--- config.mk ---
export PLATFORM = sky130hd
export DESIGN_NAME = mips_regfile_arbiter
export DESIGN_NICKNAME = d
export VERILOG_FILES = /design/src/rtl/mips_regfile_arbiter.sv
export SDC_FILE = /design/constraint.sdc
export NUM_CORES = 1
export LEC_CHECK = 0
export CAP_MARGIN = 20
export CORE_ASPECT_RATIO = 0.8
export CORE_MARGIN = 3
export CORE_UTILIZATION = 35
export CTS_CLUSTER_DIAMETER = 150
export DETAILED_ROUTE_END_ITERATION = 12
export PLACE_DENSITY_LB_ADDON = 0.12
export RECOVER_POWER = 25
export SKIP_LAST_GASP = 1
export SYNTH_ARGS = -nofsm -noshare
export SYNTH_HDL_FRONTEND = slang
export SYNTH_SLANG_ARGS = --single-unit
--- constraint.sdc ---
create_clock -name clk -period 2.8 [get_ports clk]
set_clock_uncertainty 0.1 [all_clocks]
set_input_delay 0.28 -clock clk [delete_from_list [all_inputs] [get_ports clk]]
set_output_delay 0.28 -clock clk [all_outputs]
set_load 0.005 [all_outputs]
--- src/rtl/mips_regfile_arbiter.sv ---
`default_nettype none
// ============================================================================
//  Module      : mips_regfile_arbiter
//  Description : Shares a 32-entry MIPS register file (2 read ports, 1 write
//                port, registered read data) between the R-type datapath (A)
//                and the debug/initialisation loader (B). Each accepted
//                transaction reads two registers and optionally writes one
//                in a single register-file access cycle. Round-robin
//                arbitration; optional write protection of register $zero.
//  Revision    : 1.0 - initial release
// ============================================================================
module mips_regfile_arbiter #(
   parameter int DATA_W       = 32,
   parameter int ADDR_W       = 5,
   parameter bit ZERO_PROTECT = 1'b1
) (
   input  logic              clk,
   input  logic              reset_n,

   // Requester A: R-type datapath operand fetch / writeback
   input  logic              a_req_valid,
   output logic              a_req_ready,
   input  logic [ADDR_W-1:0] a_rs,
   input  logic [ADDR_W-1:0] a_rt,
   input  logic [ADDR_W-1:0] a_rd,
   input  logic [DATA_W-1:0] a_wdata,
   input  logic              a_we,
   output logic              a_rsp_valid,
   output logic [DATA_W-1:0] a_rdata_1,
   output logic [DATA_W-1:0] a_rdata_2,

   // Requester B: debug / initialisation loader
   input  logic              b_req_valid,
   output logic              b_req_ready,
   input  logic [ADDR_W-1:0] b_rs,
   input  logic [ADDR_W-1:0] b_rt,
   input  logic [ADDR_W-1:0] b_rd,
   input  logic [DATA_W-1:0] b_wdata,
   input  logic              b_we,
   output logic              b_rsp_valid,
   output logic [DATA_W-1:0] b_rdata_1,
   output logic [DATA_W-1:0] b_rdata_2,

   // Register-file side
   output logic [ADDR_W-1:0] rf_read_reg_1,
   output logic [ADDR_W-1:0] rf_read_reg_2,
   output logic [ADDR_W-1:0] rf_write_reg,
   output logic [DATA_W-1:0] rf_write_data,
   output logic              rf_reg_write,
   input  logic [DATA_W-1:0] rf_read_data_1,
   input  logic [DATA_W-1:0] rf_read_data_2
);

   // IDLE: arbitrate and accept; ACCESS: drive the register file for one
   // cycle; RESPOND: registered read data is valid and is captured.
   typedef enum logic [1:0] {
      ST_IDLE    = 2'd0,
      ST_ACCESS  = 2'd1,
      ST_RESPOND = 2'd2
   } state_t;

   state_t state;
   state_t state_nxt;

   logic   grant_b;       // arbitration result in IDLE (0 = A, 1 = B)
   logic   owner_b;       // requester owning the transaction in flight
   logic   last_grant_b;  // owner of the most recently completed transaction
   logic   we_q;          // latched write request
   logic   handshake;     // a request is accepted this cycle
   logic   write_allow;   // latched write survives $zero protection

   // Round-robin choice: a lone requester wins; a tie goes to whoever was
   // not served last.
   always_comb begin
      grant_b = 1'b0;
      if (a_req_valid && !b_req_valid) begin
         grant_b = 1'b0;
      end else if (b_req_valid && !a_req_valid) begin
         grant_b = 1'b1;
      end else if (a_req_valid && b_req_valid) begin
         grant_b = ~last_grant_b;
      end
   end

   // A write to register 0 is dropped when protection is enabled.
   assign write_allow = we_q & ~(ZERO_PROTECT && (rf_write_reg == '0));

   // Next-state and FSM-decoded outputs. Ready is qualified with reset_n so
   // every output reads 0 while reset is held, even with valid asserted.
   always_comb begin
      state_nxt    = state;
      a_req_ready  = 1'b0;
      b_req_ready  = 1'b0;
      rf_reg_write = 1'b0;
      case (state)
         ST_IDLE: begin
            a_req_ready = reset_n & a_req_valid & ~grant_b;
            b_req_ready = reset_n & b_req_valid &  grant_b;
            if (a_req_valid || b_req_valid) begin
               state_nxt = ST_ACCESS;
            end
         end
         ST_ACCESS: begin
            rf_reg_write = write_allow;
            state_nxt    = ST_RESPOND;
         end
         ST_RESPOND: begin
            state_nxt = ST_IDLE;
         end
         default: begin
            state_nxt = ST_IDLE;
         end
      endcase
   end

   assign handshake = a_req_ready | b_req_ready;

   // State register; reset abandons any transaction in flight.
   always_ff @(posedge clk or negedge reset_n) begin
      if (!reset_n) begin
         state <= ST_IDLE;
      end else begin
         state <= state_nxt;
      end
   end

   // Request capture at handshake; these registers drive the register-file
   // indices directly, so they hold their value outside ACCESS.
   always_ff @(posedge clk or negedge reset_n) begin
      if (!reset_n) begin
         owner_b       <= 1'b0;
         we_q          <= 1'b0;
         rf_read_reg_1 <= '0;
         rf_read_reg_2 <= '0;
         rf_write_reg  <= '0;
         rf_write_data <= '0;
      end else if (handshake) begin
         owner_b       <= grant_b;
         we_q          <= grant_b ? b_we    : a_we;
         rf_read_reg_1 <= grant_b ? b_rs    : a_rs;
         rf_read_reg_2 <= grant_b ? b_rt    : a_rt;
         rf_write_reg  <= grant_b ? b_rd    : a_rd;
         rf_write_data <= grant_b ? b_wdata : a_wdata;
      end
   end

   // Response capture at the close of RESPOND: route read data to the owner,
   // pulse its rsp_valid for one cycle and record it for round-robin.
   always_ff @(posedge clk or negedge reset_n) begin
      if (!reset_n) begin
         a_rsp_valid  <= 1'b0;
         b_rsp_valid  <= 1'b0;
         a_rdata_1    <= '0;
         a_rdata_2    <= '0;
         b_rdata_1    <= '0;
         b_rdata_2    <= '0;
         last_grant_b <= 1'b1;
      end else begin
         a_rsp_valid <= 1'b0;
         b_rsp_valid <= 1'b0;
         if (state == ST_RESPOND) begin
            last_grant_b <= owner_b;
            if (owner_b) begin
               b_rsp_valid <= 1'b1;
               b_rdata_1   <= rf_read_data_1;
               b_rdata_2   <= rf_read_data_2;
            end else begin
               a_rsp_valid <= 1'b1;
               a_rdata_1   <= rf_read_data_1;
               a_rdata_2   <= rf_read_data_2;
            end
         end
      end
   end

endmodule
`default_nettype wire

-- Word-level counts from Yosys, hierarchy flattened
Index checks and enable logic that the tools add are counted.
- bits in registers: 182
- output and inout bits: 180
- bitwise operators: 10
- mux-type cells: 17
- eq/ne operators: 3
- reductions and logical operators: 10
- operator list (operator ; count):
    2-to-1 mux 32 bit ; 1
    2-to-1 mux 5 bit ; 3
    2-to-1 mux 1 bit ; 11
    AND 1 bit ; 5
    zero test 5 bit ; 1
    inverter 1 bit ; 4
    one-hot mux 2 bit (2 select lines) ; 1
    AND reduction 2 bit ; 2
    logical AND 1 bit ; 3
    == test 2 x 1 -> 1 bit (second input constant) ; 1
    == test 2 bit (second input constant) ; 1
    zero test 1 bit ; 2
    zero test 2 bit ; 1
    2-to-1 mux 2 bit ; 1
    inequality test 2 bit (second input constant) ; 1
    logical OR 1 bit ; 1
    bitwise OR 1 bit ; 1

-- Logic depth before layout (Yosys ltp)
Gate-level depths: netlist of the first run.
- depth after elaboration: 8
- gate-level depth with buffers: 5
- mapped depth without buffers: 3

-- Worst setup path after synthesis of the first run
OpenSTA, ideal clock, no wires.
- path kind: register to register
- start: reg state[0]
- end: reg a_rdata_1[0]
- slack: 1.260 ns
- stages on the path, launching flop included: 6
- path buffers: 2
- arrival time: 1.315 ns
- library setup time: 0.125 ns
- cell sequence: dfrtp_1 -> nand2b_1 -> nor2_1 -> buf_6 -> buf_6 -> mux2_2
- word-level cells in the longest chain between the ends: 2
- RTL lines (element ; line ; text):
    from (decl) ; 62 ; state_t state;
    from (signal assigned) ; 123 ; state <= state_nxt;
    == test 2 bit ; 161 ; if (state == ST_RESPOND) begin
    AND reduction 2 bit (no line) ; n/a ;
    to (signal assigned) ; 169 ; a_rdata_1 <= rf_read_data_1;
    to (decl) ; 29 ; output logic [DATA_W-1:0] a_rdata_1,
Every way passes these cells.
A chain may end at the register's enable or synchronous reset.

-- Worst setup path after layout of the first run
- start: in reset_n
- end: out b_req_ready
- word-level cells in the longest chain between the ends: 3
- RTL lines (element ; line ; text):
    from (decl) ; 18 ; input logic reset_n,
    AND 1 bit (2 in series) ; 98 ; b_req_ready = reset_n & b_req_valid & grant_b;
    2-to-1 mux 1 bit ; 95 ; case (state)
    to (decl) ; 34 ; output logic b_req_ready,
Every way passes these cells.

==> out/metrics.cfg, run 1 <==
[status]
outcome=finished clean

[power]
switching_share=0.286
pwr-share-comb=0.435
p_clk_frac=0.189
vdd_ir_drop_max_mv=0.595
power_density_nw_per_um2=1090
p_int_mw=8.91
p_switching_mw=3.57
power_leakage_nw=4.55
seq_power_share=0.377

[finish]
syn_to_final_growth_pct=58.4
fin_area_um2=11400
nFillCells=1648
multiInputGateArea_um2=2430
num_antenna_cells=0
final_nets=965
regArea_um2=4560
drive_gt1_frac=0.269

[clocking]
cts-buffers-inserted=17
cts.clk_slew.worst_paths_ns=0.07
cts-root-buf=clkbuf_16
cts.sinks=182
htree_levels=4
clockBufferDepth=2
cts_tree=done
hold_buffers=1
post_cts_resized=0
post_cts_buffers=0
clock_latency_ns=0.41

[logic_synthesis]
postSynthAreaPerCell_um2=15.6
ys_seq_area_frac=0.632
synth_cell_types=24
syn-instance-count=463
yosysWarningCount=0
syn_area_um2=7210
synth_fp_nets=627
synth_seq_cells=182

[critical_path]
critPathCaptureType=primary output
slowest_delay_ns=0.55
path_buf_inv=4
cp.arrival_ns=2.05
slowest_stage=dlygate4sd3_1
cp.depth=6
critPathLaunchType=primary input
reg2reg_depth=4
r2r_setup_slack_ns=0.77
path_cells=dlygate4sd3_1 > buf_6 > nor3b_2 > nand3_2 > inv_1 > clkdlybuf4s50_1
worstSetupPathType=primary input to primary output
crit_family=buffers and inverters
path_max_fanout=21
required_ns=2.42

[detailed_routing]
drc_errors=0
finalWirelength_um=21500
drt_pass1_iterations=4
avgRoutedWirePerCell_um=19.9
via_per_inst=4.88
drt_iter0_markers=260
drtAntennaViolNets=0
vias=5265

[min_path]
hp-class=primary input to asynchronous set/reset pin

[sta]
hold_viol_final=0
slew_headroom=0.116
period_share=0.867
worst_pin_slew_ns=1.33
max_freq_mhz=412
setup_tns_ns=0
rsz0062_at_grt=no
drv_slew=0
min_period_ns=2.43
setup_viol=0

[global_routing]
antenna_found_initial=0
grt_start_max_net_pins=143
grt_pass1_vias=5739
grt_use_total=0.190
grt_pass1_wl_um=33200
grt-ovfl-total=0

[die]
pin_count=344
initial_core_util=0.360
die_y_um=134
num_rows=46
die_area_um2=22400
die_w_um=167
core_area_um2=20000

[place]
gp_congestion=0.777
hpwl_um=15200
dpl_cell_area_um2=10900
portBuffers=343

[flow_run]
max-cap-violations=0

==> final timing paths <==
kind	from	to
worst max-delay path	reset_n	b_req_ready
max in group asynchronous	reset_n	a_rdata_2[30]
worst min register to register	last_grant_b	last_grant_b
min in group clk	last_grant_b	last_grant_b
worst min-delay path	reset_n	state[0]
worst max register to register	state[0]	a_rdata_1[4]
==> power by group through the flow <==
stage               Sequential [mW]  Clock (mW)  Combinational, mW
finish                         4.70        2.35               5.42
floorplan                      4.75           0               2.00
global route                   4.87        2.53               5.78
CTS                            4.71        2.43               5.52
detailed placement             4.72           0               5.51
global placement               4.67           0               5.42
==> cell usage in the layout (no fill, tap or decap), types with 2 or more instances in the layout <==
cell | netlist | routed
and2b_1 | 2 | 2
buf_4 | 4 | 5
buf_6 | 10 | 2
clkbuf_1 | 6 | 3
clkbuf_16 | 0 | 17
clkdlybuf4s50_1 | 0 | 342
clkinv_4 | 0 | 4
clkinvlp_4 | 0 | 3
dfrtp_1 | 181 | 181
inv_1 | 2 | 2
inv_8 | 0 | 5
mux2_1 | 2 | 2
mux2_2 | 126 | 126
nand2_1 | 6 | 6
nor2_1 | 4 | 3
nor3_1 | 2 | 2
o221a_2 | 48 | 48
or3_1 | 48 | 48
==> per-stage QoR <==
step,power [mW],worst slack [ns],util,std cells,hold slack (ns)
2_1_floorplan,6.75,1.26,-,463,-0.116
5_1_grt,13.2,0.240,0.570,1078,0.209
6_report,12.5,0.373,0.570,1078,0.193
4_1_cts,12.7,0.316,0.571,1078,0.193
3_5_place_dp,10.2,0.778,0.542,1045,0.0564
3_3_place_gp,10.1,0.800,0.542,1045,0.0537
==> layer usage <==
layer / share of wire / wire, µm / GRT usage / vias to the layer above
met1: 0.43 / 9330 / 0.245 / 2623
li1: - / - / - / 2402
met2: 0.48 / 10300 / 0.311 / 211
met5: 0 / 0 / 0 / -
met4: 0.019 / 414 / 0.0586 / 0
met3: 0.068 / 1470 / 0.0566 / 29
==> Yosys cell counts, drive strengths merged <==
cell	count	area, µm²
a21oi	1	5.00
and2b	2	15.0
buf	23	185
clkbuf	11	47.5
dfrtp	181	4530
dfstp	1	26.3
inv	2	7.51
mux2	128	1440
nand2	6	22.5
nand2b	1	6.26
nand3	1	5.00
nand3b	1	7.51
nand4bb	1	27.5
nor2	4	15.0
nor2b	1	8.76
nor3	2	10.0
nor3b	1	12.5
o221a	48	541
or3	48	300
==> cell type report <==
| type | instances | share of cell area |
|---|---|---|
| multi-input combinational | 245 | 0.213 |
| timing repair buffer | 353 | 0.308 |
| clock buffer | 19 | 0.0379 |
| clock inverter | 13 | 0.0126 |
| inverter | 2 | 0.000657 |
| tap | 264 | 0.0289 |
| sequential | 182 | 0.399 |
==> cell families (layout without fill, tap and decap cells) <==
logic type	count (synthesis)	after routing	synth area share
simple gates	68	68	0.0597
mux	128	128	0.200
flops	182	182	0.632
compound gates	49	49	0.0756
buf+inv	36	387	0.0333
(Power assumes the default switching activity.)
==> inputs of run 2 (changes only) <==
SKIP_LAST_GASP = unset   (was 1)
==> results of run 2 <==
Same layout as run 1: the final DEF is identical, and so are final timing and power.
